<file path="config.mk">
export PLATFORM = sky130hd
export DESIGN_NAME = marsohod_key_reset_ctrl
export DESIGN_NICKNAME = d
export VERILOG_FILES = /design/src/rtl/marsohod_key_reset_ctrl.sv
export SDC_FILE = /design/constraint.sdc
export NUM_CORES = 1
export LEC_CHECK = 0
export ABC_AREA = 1
export BUFFER_PORTS_ARGS = -buffer_cell sky130_fd_sc_hd__buf_4
export CORE_UTILIZATION = 35
export DETAILED_ROUTE_END_ITERATION = 7
export GPL_TIMING_DRIVEN = 0
export PLACE_DENSITY_LB_ADDON = 0.08
export SYNTH_ARGS = -nofsm -noshare
export SYNTH_HDL_FRONTEND = slang
export SYNTH_SLANG_ARGS = --single-unit
</file>
<file path="constraint.sdc">
create_clock -name sys_clk_pad_i -period 1.85 [get_ports sys_clk_pad_i]
set_clock_uncertainty 0.1 [all_clocks]
set_input_delay 0.185 -clock sys_clk_pad_i [delete_from_list [all_inputs] [get_ports sys_clk_pad_i]]
set_output_delay 0.185 -clock sys_clk_pad_i [all_outputs]
set_load 0.1 [all_outputs]
</file>
<file path="src/rtl/marsohod_key_reset_ctrl.sv">
// marsohod_key_reset_ctrl
// Conditions the raw KEY0 button of the Marsohod2bis board: two-flop
// synchroniser, debounce FSM with press/release/long-press pulses, and a
// stretched registered active-low reset for the clock generator.
//
// Build option: define KEY_RESET_LONG_PRESS_EN to make the reset stretcher
// fire only on a long press. When it is not defined, the debounced key level
// holds reset for the whole press plus the stretch window after release.
module marsohod_key_reset_ctrl #(
    parameter int DEBOUNCE_CYCLES    = 1000000,
    parameter int LONG_PRESS_CYCLES  = 200000000,
    parameter int RST_STRETCH_CYCLES = 1024
) (
    input  logic sys_clk_pad_i,
    input  logic rst_n_pad_i,
    input  logic key_n_i,
    output logic rst_n_o,
    output logic key_level_o,
    output logic key_press_o,
    output logic key_release_o,
    output logic long_press_o
);

    localparam int DB_W   = $clog2(DEBOUNCE_CYCLES);
    localparam int HOLD_W = $clog2(LONG_PRESS_CYCLES + 1);
    localparam int ST_W   = $clog2(RST_STRETCH_CYCLES + 1);

    localparam logic [DB_W-1:0]   DB_LAST  = DB_W'(DEBOUNCE_CYCLES - 1);
    localparam logic [HOLD_W-1:0] HOLD_MAX = HOLD_W'(LONG_PRESS_CYCLES);
    localparam logic [ST_W-1:0]   ST_LOAD  = ST_W'(RST_STRETCH_CYCLES);

    typedef enum logic [1:0] {
        ST_IDLE       = 2'd0,
        ST_DB_PRESS   = 2'd1,
        ST_PRESSED    = 2'd2,
        ST_DB_RELEASE = 2'd3
    } state_e;

    logic              sync1_q;
    logic              sync2_q;
    logic              key_s;
    state_e            state_q;
    logic [DB_W-1:0]   db_cnt_q;
    logic [HOLD_W-1:0] hold_cnt_q;
    logic              level_q;
    logic              press_q;
    logic              release_q;
    logic              long_q;
    logic              rst_trig;
    logic [ST_W-1:0]   st_cnt_q;
    logic [ST_W-1:0]   st_d;
    logic              rst_n_q;

    // Two-flop synchroniser for the asynchronous key; idles at released (1).
    always_ff @(posedge sys_clk_pad_i or negedge rst_n_pad_i) begin
        if (!rst_n_pad_i) begin
            sync1_q <= 1'b1;
            sync2_q <= 1'b1;
        end else begin
            // NOTE: non-blocking assignments let sync2_q take the old sync1_q,
            // giving a real two-stage pipeline; blocking would collapse it.
            sync1_q <= key_n_i;
            sync2_q <= sync1_q;
        end
    end

    assign key_s = sync2_q;

    // Debounce FSM with hold counter and registered single-cycle event pulses.
    always_ff @(posedge sys_clk_pad_i or negedge rst_n_pad_i) begin
        if (!rst_n_pad_i) begin
            state_q    <= ST_IDLE;
            db_cnt_q   <= '0;
            hold_cnt_q <= '0;
            level_q    <= 1'b0;
            press_q    <= 1'b0;
            release_q  <= 1'b0;
            long_q     <= 1'b0;
        end else begin
            // NOTE: pulses default low every cycle; a later assignment in the
            // same block overrides, so each event lasts exactly one cycle.
            press_q   <= 1'b0;
            release_q <= 1'b0;
            long_q    <= 1'b0;

            // Hold time keeps running through release debounce, saturating.
            if ((state_q == ST_PRESSED || state_q == ST_DB_RELEASE) &&
                (hold_cnt_q != HOLD_MAX)) begin
                hold_cnt_q <= hold_cnt_q + 1'b1;
                if (hold_cnt_q == HOLD_MAX - 1'b1) begin
                    long_q <= 1'b1;
                end
            end

            case (state_q)
                ST_IDLE: begin
                    if (!key_s) begin
                        state_q  <= ST_DB_PRESS;
                        db_cnt_q <= '0;
                    end
                end
                ST_DB_PRESS: begin
                    if (key_s) begin
                        state_q <= ST_IDLE;
                    end else if (db_cnt_q == DB_LAST) begin
                        state_q    <= ST_PRESSED;
                        press_q    <= 1'b1;
                        level_q    <= 1'b1;
                        hold_cnt_q <= '0;
                    end else begin
                        db_cnt_q <= db_cnt_q + 1'b1;
                    end
                end
                ST_PRESSED: begin
                    if (key_s) begin
                        state_q  <= ST_DB_RELEASE;
                        db_cnt_q <= '0;
                    end
                end
                ST_DB_RELEASE: begin
                    if (!key_s) begin
                        state_q <= ST_PRESSED;
                    end else if (db_cnt_q == DB_LAST) begin
                        state_q    <= ST_IDLE;
                        release_q  <= 1'b1;
                        level_q    <= 1'b0;
                        hold_cnt_q <= '0;
                    end else begin
                        db_cnt_q <= db_cnt_q + 1'b1;
                    end
                end
                default: state_q <= ST_IDLE;
            endcase
        end
    end

`ifdef KEY_RESET_LONG_PRESS_EN
    assign rst_trig = long_q;
`else
    assign rst_trig = level_q;
`endif

    // Stretcher next count: reload on trigger, otherwise count down to zero.
    always_comb begin
        // NOTE: default first so every path assigns st_d and no latch is inferred.
        st_d = st_cnt_q;
        if (rst_trig) begin
            st_d = ST_LOAD;
        end else if (st_cnt_q != '0) begin
            st_d = st_cnt_q - 1'b1;
        end
    end

    // Stretcher state and glitch-free registered reset output.
    always_ff @(posedge sys_clk_pad_i or negedge rst_n_pad_i) begin
        if (!rst_n_pad_i) begin
            st_cnt_q <= ST_LOAD;
            rst_n_q  <= 1'b0;
        end else begin
            st_cnt_q <= st_d;
            rst_n_q  <= (st_d == '0);
        end
    end

    assign rst_n_o       = rst_n_q;
    assign key_level_o   = level_q;
    assign key_press_o   = press_q;
    assign key_release_o = release_q;
    assign long_press_o  = long_q;

endmodule

</file>
==> flow_results.org, run 1 <==
** Critical path
- Following the worst setup path forward leads to its endpoint at hold_cnt_q[23]$_DFF_PN0_.
- Worst path depth :: 10
- Along the worst path, the maximum fanout reaches 6.
- For the worst flop-to-flop path, the logic depth is 10.
- Setup slack on the worst reg-to-reg path comes out at 0.05 ns.
- Arrival time of the worst setup path :: 1.94 ns
- The worst setup path is of the reg2reg kind.
- Data on the critical path is required at its endpoint by 1.99 ns.
- CP Launch Type :: flop
- The worst register-to-register path begins at db_cnt_q[1]$_DFFE_PN0P_.
- Kind of capture point of the worst setup path :: flop
- Standard cell with the maximum stage delay on the critical path :: dfrtp_1
- The critical path contains buffers and inverters numbering 4 combined.
- Critical Path Source :: db_cnt_q[1]$_DFFE_PN0P_
- Walking the worst path, the cells encountered are ha_4 -> nand3_4 -> nor2_4 -> inv_2 -> nor3_4 -> nand4_1 -> buf_6 -> clkinv_8 -> clkbuf_16 -> nor2_1.
- Endpoint of the worst register-to-register path :: hold_cnt_q[23]$_DFF_PN0_
- On the worst path, the slowest cell contributes a delay of 0.39 ns.
- The kind of cell with the highest combined delay along the critical path is simple AND/OR/NAND/NOR gates.

** Timing
- In the finished design, the share of the clock period the worst path needs comes to 0.9735.
- After layout, the minimum clock period comes to 1.801 ns.
- Setup violations remaining at the end of the flow were counted as 0.
- Least-Margin Pin Slew :: 0.8809 ns
- Headroom to the max-slew limit came out at 0.4127.
- Count of final hold-check violations :: 0
- The tightest hold path in the finished design has a slack of 0.2606 ns.
- Unrepaired setup endpoints after global routing :: true
- Derived from the worst setup path, the maximum achievable clock frequency is 0.5553 GHz.
- Final-layout setup total negative slack :: 0 ns
- The number of slew-limit violations in the final report came to 0.

** Logic synthesis
- Counting distinct cell types in the post-synthesis netlist gives 31.
- For this run, the number of Yosys warnings is 0.
- Count of state elements after synthesis :: 68
- Synthesized instance count :: 670
- Each instance of the synthesized netlist takes up on average 6.596 sq um.
- Number of nets produced by synthesis :: 678
- The share of the Yosys chip area taken by registers is 0.3859.
- Biggest area contributors in the synthesized netlist :: dfrtp_1 (37%), nand2_1 (17%), nor2_1 (9.7%), inv_1 (7.5%), nand3_1 (6.9%)
- Synth area leader :: dfrtp_1
- After synthesis the cells add up to 0.004419 sq mm.
- The share of synthesized area in the top cell type comes to 0.3681.

** CTS
- No sink is reached through more buffers than the 2 on the longest clock path.
- CTS placed an instance of clkbuf_16 at the clock tree root.
- Cts bufs inserted :: 9
- Clock-pin slew was measured on the worst setup and hold paths at 0.06 ns.
- Source-to-sink clock delay at the later pin of the worst-skew pair :: 0.35 ns
- Clock tree from TritonCTS :: done
- Number of H-tree branching levels :: 3
- CTS saw 68 sinks.

** Global routing
- Global-route wire length before repair :: 20340 microns
- Entering global routing, the biggest net connects 69 pins.
- The initial antenna violation count was 0.
- Remaining global-route overflow :: 0
- Via count of the first global-routing pass :: 4092
- In the global route stage, overall resource usage came out at 0.2050.

** Detailed routing
- Average wire per cell in the routed design :: 14.09 microns
- After detailed routing, the total wire length is 12430 microns.
- Remaining DRCs :: 0
- The highest layer touched by signal routing is met4.
- DR iter-0 viols :: 362
- The first detailed-routing pass ran for 5 iterations.
- The routed layout has 4380 vias.
- M1 wire length :: 6251 microns
- After detailed routing, the number of vias per cell comes to 4.966.
- In this run the remaining antenna-violating nets after routing total 0.
- Met2 Wirelength :: 5243 microns
- In the detailed route, the total length drawn on met3 is 656 microns.

** Die
- The floorplan has 40 rows.
- For this configuration, the core starts out at a cell density of 0.3634.
- The die covers 0.01308 sq mm.
- Floorplan die height :: 114.4 microns
- I/O pin total :: 8
- Die width :: 114.4 microns
- After floorplanning, the core was sized to cover 0.01216 sq mm.

** Cells and area
- The finished layout holds 882 standard cells, fillers aside.
- For this run, the share of the core covered by cells in the final layout is 0.4448.
- With fillers left out, the area of the finished cells amounts to 0.005409 sq mm.
- Total Nets Final :: 717
- Diode insertion count for antenna repair :: 0
- Of the cells placed in the final design, the portion with a size suffix greater than 1 is 0.1653.
- Growth of design area from synthesis to finish :: 22.40%

** Place
- Detailed placement finished with a half-perimeter wire length of 8716 microns.
- Input and output buffers added on the ports amount to 7.
- In this run the cell area measured after placement is 0.004682 sq mm.
- Gpl congestion :: 0.9432
- Counting tap cells, the placed design contains a total of 845 instances.

** Power and ir drop
- Leak Pwr :: 2.485 nW
- IR analysis of the VDD net gives a maximum drop of 365.2 uV.
- Power spread over the standard cell area amounts to 641.8 mW/mm^2.

** Min path
- Worst min path class :: reg2reg

** Job
- # Max-Cap Violations :: 0

** Run status
- Run status :: completed
[report_power, final]
group | switching, mW | internal (mW)
sequential | 0.0146 | 1.50
clock | 0.716 | 1.12
combinational | 0.0777 | 0.0423
[area by class of cell]
type / count / area [sq um]
plain buffers: 10 / 96.34
flip-flops and latches: 68 / 1712
well taps: 168 / 210.2
fillers: 1272 / 6753
repair buffers: 26 / 225.2
clock inverters: 5 / 58.81
multi-input cells: 501 / 2489
clock buffers: 11 / 252.7
inverters: 92 / 360.3
repair inverters: 1 / 5.005
[per-stage QoR]
step           total power, mW  setup slack (ns)
6_report                 3.472           0.04909
5_1_grt                  3.603          -0.02344
4_1_cts                  3.499           0.01293
3_5_place_dp             1.630           -0.4028
3_3_place_gp             1.628           -0.3825
2_1_floorplan            1.578           0.02183
[how the worst min path moves through the flow]
stage,startpoint,to,slack (ns),depth (start not counted)
after floorplan,rst_n_pad_i,asynchronous set/reset pin,-0.21,0
after CTS,sync1_q$_DFF_PN1_,key_s$_DFF_PN1_,0.26,0
after detailed placement,key_n_i,sync1_q$_DFF_PN1_,0.20,1
after global routing,sync1_q$_DFF_PN1_,key_s$_DFF_PN1_,0.26,0
final,sync1_q$_DFF_PN1_,key_s$_DFF_PN1_,0.26,0
after global placement,key_n_i,sync1_q$_DFF_PN1_,0.19,1
[routing by layer]
| metal | vias up | global-route usage |
|---|---|---|
| li1 | 2202 | - |
| met1 | 2048 | 0.2910 |
| met2 | 110 | 0.3067 |
| met3 | 20 | 0.05347 |
| met4 | 0 | 0.05714 |
| met5 | - | 0 |
[cells by family (layout without fill, tap and decap cells)]
kind of cell             Yosys count  count (layout)  share of synthesized area
XOR/XNOR                          10              10                    0.01982
buffers and inverters            102             145                    0.09796
AND/OR/NAND/NOR                  440             441                     0.4295
adder cells (fa/ha/maj)            5               5                    0.01416
AO/OA/AOI/OAI                     45              45                    0.05266
flip-flops                        68              68                     0.3859
[Yosys cell counts]
cell / number
inv_2: 3
dfrtp_1: 65
or2_2: 3
inv_1: 88
nand2_1: 195
nor4_1: 3
nor2_1: 114
o21ai_0: 28
nand4_1: 23
nor2_2: 3
xnor2_1: 4
nand2_2: 5
buf_4: 1
ha_1: 5
buf_6: 4
a21o_1: 1
a21oi_1: 6
nor3_1: 25
buf_8: 1
nor3_2: 2
xor2_1: 6
nand3_1: 61
o31ai_1: 1
o21ai_1: 8
clkinv_2: 1
buf_2: 3
dfstp_2: 3
nand3b_1: 3
buf_1: 1
nor2_4: 3
o21bai_1: 1
[layout by cell type, fill, tap and decap left out, types with 5 or more instances in the layout]
master,count
a21oi_1,6
buf_4,21
buf_6,8
clkbuf_16,10
dfrtp_1,60
dfrtp_2,5
inv_1,83
inv_2,7
nand2_1,191
nand2_2,7
nand3_1,58
nand4_1,23
nor2_1,98
nor2_2,13
nor2_4,9
nor3_1,19
nor3_2,7
o21ai_0,19
o21ai_1,17
xor2_1,6
[sequential cells by signal (all words and copies together) (netlist names), named ones only]
name           cells
key_press_o        1
long_press_o       1
hold_cnt_q        28
db_cnt_q          20
state_q            1
key_release_o      1
rst_n_o            1
sync1_q            1
key_level_o        1
st_cnt_q          11
key_s              1
[repair_timing]
item / 4_1_cts / 5_1_grt
gates resized for setup: 11 / 65
hold buffers: 2 / 0
cloned: 1 / 2
pin swaps: 3 / 10
hold endpoints to repair: 66 / 0
buffers inserted: 10 / 6
endpoints found under the setup margin: 27 / 49
No activity file was read; power rests on OpenSTA's default activity.
==> inputs of run 2 (changes only) <==
CORE_MARGIN = 3   (was not set)
==> run 2 against run 1 <==
Via count down 1.1%. Die area up 7.1%. Total power down 6.0%. Global-route usage is 2.5 points lower. Critical path type unchanged. Largest cell class unchanged.
==> flow_results.org, run 2 (synthesis gave the netlist of run 1 again) <==
** Power and ir drop
- Internal power :: 2.447 mW (was 2.663 mW)
- Switching power share of the total :: 0.2504 (was 0.2328)
- The overall power was 3.264 mW (was 3.472 mW).
- Portion of total power attributed to combinational logic :: 0.034 (was 0.035)
- The net switching component of the power was 0.8172 mW (was 0.8082 mW).
- Sequential fraction of design power :: 0.465 (was 0.437)
- Maximum VDD drop :: 645.1 uV (was 365.2 uV)
- Leak Pwr :: 2.481 nW (was 2.485 nW)
- Relative contribution of the clock network to total power :: 0.502 (was 0.529)
- Power per unit of standard cell area :: 608.8 mW/mm^2 (was 641.8 mW/mm^2)

** Cells and area
- Leading registers by flop count: hold_cnt_q: 28 flops, db_cnt_q: 20 flops, st_cnt_q: 11 flops (unchanged).
- Highest-count cells in the layout ignoring fill and taps: nand2_1 (190), nor2_1 (102), inv_1 (82) (was nand2_1 (191), nor2_1 (98), inv_1 (83)).
- The post-route non-filler standard cell count came to 886 (was 882).
- Final instance area :: 0.005361 sq mm (was 0.005409 sq mm)
- Share of post-route cells with drive strength above 1 :: 0.1560 (was 0.1653)
- The synthesis-to-finish area growth came to 21.32% (was 22.40%).
- The most common cell after layout, fill and taps aside was nand2_1 (unchanged).
- Max reg flops :: 28 (unchanged)
- Diode insertion count for antenna repair :: 0 (unchanged)
- The register with the highest flop count is hold_cnt_q (unchanged).
- The net count of the finished layout is 721 (was 717).

** Critical path
- R2R cell count :: 8 (was 10)
- The required time of the critical path was 1.98 ns (was 1.99 ns).
- The critical path arrival is 1.94 ns (about the same).
- Crit path kind :: reg2reg (unchanged)
- Most used cell along the critical path :: nor2_2
- End point of the critical path :: hold_cnt_q[19]$_DFF_PN0_ (was hold_cnt_q[23]$_DFF_PN0_)
- Max Fanout on Critical Path :: 10 (was 6)
- The startpoint class of the critical path was a flop (unchanged).
- The origin of the critical flop-to-flop path is hold_cnt_q[17]$_DFF_PN0_ (was db_cnt_q[1]$_DFFE_PN0P_).
- The internal reg-to-reg setup slack was 0.05 ns (about the same).
- The startpoint of the most critical setup path is hold_cnt_q[17]$_DFF_PN0_ (was db_cnt_q[1]$_DFFE_PN0P_).
- Series of cell instances along the critical path :: nand2_1 -> nor3_1 -> nand3_1 -> nor2_2 -> nor2_4 -> buf_6 -> o21ai_0 -> nor2_2 (was ha_4 -> nand3_4 -> nor2_4 -> inv_2 -> nor3_4 -> nand4_1 -> buf_6 -> clkinv_8 -> clkbuf_16 -> nor2_1)
- The capturing point of the worst reg2reg path is hold_cnt_q[19]$_DFF_PN0_ (was hold_cnt_q[23]$_DFF_PN0_).
- Kind of capture point of the worst setup path :: flop (unchanged)
- Standard cell with the maximum stage delay on the critical path :: dfrtp_1 (unchanged)
- The largest stage delay on the critical path was 0.42 ns (was 0.39 ns).

** Die
- The row count came to 40 (unchanged).
- The die height came to 118.4 microns (was 114.4 microns).
- Initial cell density of the core :: 0.3634 (unchanged)
- The die outline area was 0.01401 sq mm (was 0.01308 sq mm).
- The area inside the core boundary is 0.01216 sq mm (unchanged).
- The x dimension of the die was 118.4 microns (was 114.4 microns).
- I/O pin total :: 8 (unchanged)

** Place
- The number of cells in the design after placement was 845 (unchanged).
- Post-DP HPWL :: 8750 microns (was 8716 microns)
- The placed instance area is 0.004682 sq mm (unchanged).
- The post-placement setup slack was -0.4035 ns (was -0.4028 ns).
- Count of buffers inserted at the top-level ports :: 7 (unchanged)
- The routability-driven placement congestion ratio is 0.9007 (was 0.9432).

** Detailed routing
- The highest metal layer with signal wires is met4 (unchanged).
- The via density per instance came to 4.892 (was 4.966).
- DR iter-0 viols :: 364 (was 362)
- Remaining DRCs :: 0 (unchanged)
- Average wire per cell in the routed design :: 14.10 microns (was 14.09 microns)
- Routed Antenna Nets :: 0 (unchanged)
- The first-pass iteration count of the detailed router is 7 (was 5).
- The routed wire length came to 12490 microns (was 12430 microns).
- The routed length on met2 is 5304 microns (was 5243 microns).
- Vias :: 4334 (was 4380)
- M1 wire length :: 6439 microns (was 6251 microns)
- The met3 wirelength from detailed routing came to 603 microns (was 656 microns).

** CTS
- The clock tree from TritonCTS was done (unchanged).
- Number of H-tree branching levels :: 3 (unchanged)
- Clock-pin slew on the worst setup and hold paths :: 0.06 ns (about the same)
- Cts bufs inserted :: 9 (unchanged)
- Number of sinks handled by clock tree synthesis :: 68 (unchanged)
- Largest buffer count on any clock path :: 2 (unchanged)
- Cell at the root of the clock tree :: clkbuf_16 (unchanged)
- Source-to-sink clock delay at the later pin of the worst-skew pair :: 0.35 ns (about the same)

** Timing
- Final worst hold slack :: 0.2560 ns (was 0.2606 ns)
- Unrepaired setup endpoints after global routing :: true (unchanged)
- Worst setup slack after layout :: 0.04873 ns (was 0.04909 ns)
- Maximum achievable frequency :: 0.5552 GHz (was 0.5553 GHz)
- Least-Margin Pin Slew :: 0.8804 ns (was 0.8809 ns)
- Count of final hold-check violations :: 0 (unchanged)
- The tightest slew margin relative to the limit came to 0.4130 (was 0.4127).
- Setup-violating endpoint count in the final report :: 0 (unchanged)
- The minimum clock period after layout came to 1.801 ns (about the same).
- Period Utilization, post-route :: 0.9737 (was 0.9735)
- The number of slew-limit violations in the final report came to 0 (unchanged).

** Global routing
- The largest net degree at the start of global routing is 69 (unchanged).
- The number of global-route vias before repair came to 3939 (was 4092).
- Global-route total usage across every layer :: 0.1804 (was 0.2050)
- The first-pass GRT wire length came to 20150 microns (was 20340 microns).
- The sum of overflow across all layers after global routing came to 0 (unchanged).
- The initial antenna violation count came to 0 (unchanged).

** Min path
- The worst hold-check path type was reg2reg (unchanged).

** Run status
- Run status :: completed (unchanged)

** Job
- # Max-Cap Violations :: 0 (unchanged)
[run 2: critical path: cells and delay by family (launching register included)]
kind / cells / cell delay, ns
simple gates: 6 / 0.81
compound gates: 1 / 0.19
buf+inv: 1 / 0.15
flops: 1 / 0.42
[run 2: timing repair]
action                                 in CTS  in global routing
endpoints found under the hold margin      66                  0
resized for setup                          10                 55
pin swaps                                   1                 12
setup endpoints to repair                  31                 48
hold buffers                                2                  0
setup buffers                               5                 14
cloned                                      0                  4
[run 2: power by group through the flow]
stage	clock [mW]	combinational (mW)	sequential, mW
floorplan	0	0.0388	1.54
global placement	0	0.0863	1.54
detailed placement	0	0.0878	1.54
CTS	1.69	0.108	1.51
global route	1.74	0.130	1.52
finish	1.64	0.111	1.52
[run 2: per-stage QoR]
step	TNS (ns)	util
after detailed placement	-7.044	0.3850
after global routing	-0.2778	0.4408
after CTS	0	0.4153
after global placement	-6.536	0.3850
final	0	0.4408
after floorplan	0	-
[run 2: layer usage]
metal,vias up,GRT usage
met5,-,0
met4,0,0.05128
met3,13,0.04928
met2,98,0.2605
met1,2007,0.2632
li1,2216,-
[run 2: final cells by class]
| type | count | area [sq um] |
|---|---|---|
| clock buffers | 9 | 225.2 |
| inverters | 92 | 360.3 |
| plain buffers | 10 | 102.6 |
| repair inverters | 1 | 8.758 |
| clock inverters | 7 | 53.80 |
| well taps | 168 | 210.2 |
| multi-input cells | 501 | 2436 |
| flip-flops and latches | 68 | 1709 |
| repair buffers | 30 | 255.2 |
| fillers | 1255 | 6800 |
[run 2: worst min path at each step]
stage                 startpoint                         end  slack [ns]  cells after the start
2_1_floorplan        rst_n_pad_i  asynchronous set/reset pin       -0.21                      0
3_3_place_gp             key_n_i           sync1_q$_DFF_PN1_        0.19                      1
3_5_place_dp             key_n_i           sync1_q$_DFF_PN1_        0.19                      1
4_1_cts        sync1_q$_DFF_PN1_             key_s$_DFF_PN1_        0.26                      0
5_1_grt        sync1_q$_DFF_PN1_             key_s$_DFF_PN1_        0.26                      0
6_report       sync1_q$_DFF_PN1_             key_s$_DFF_PN1_        0.26                      0
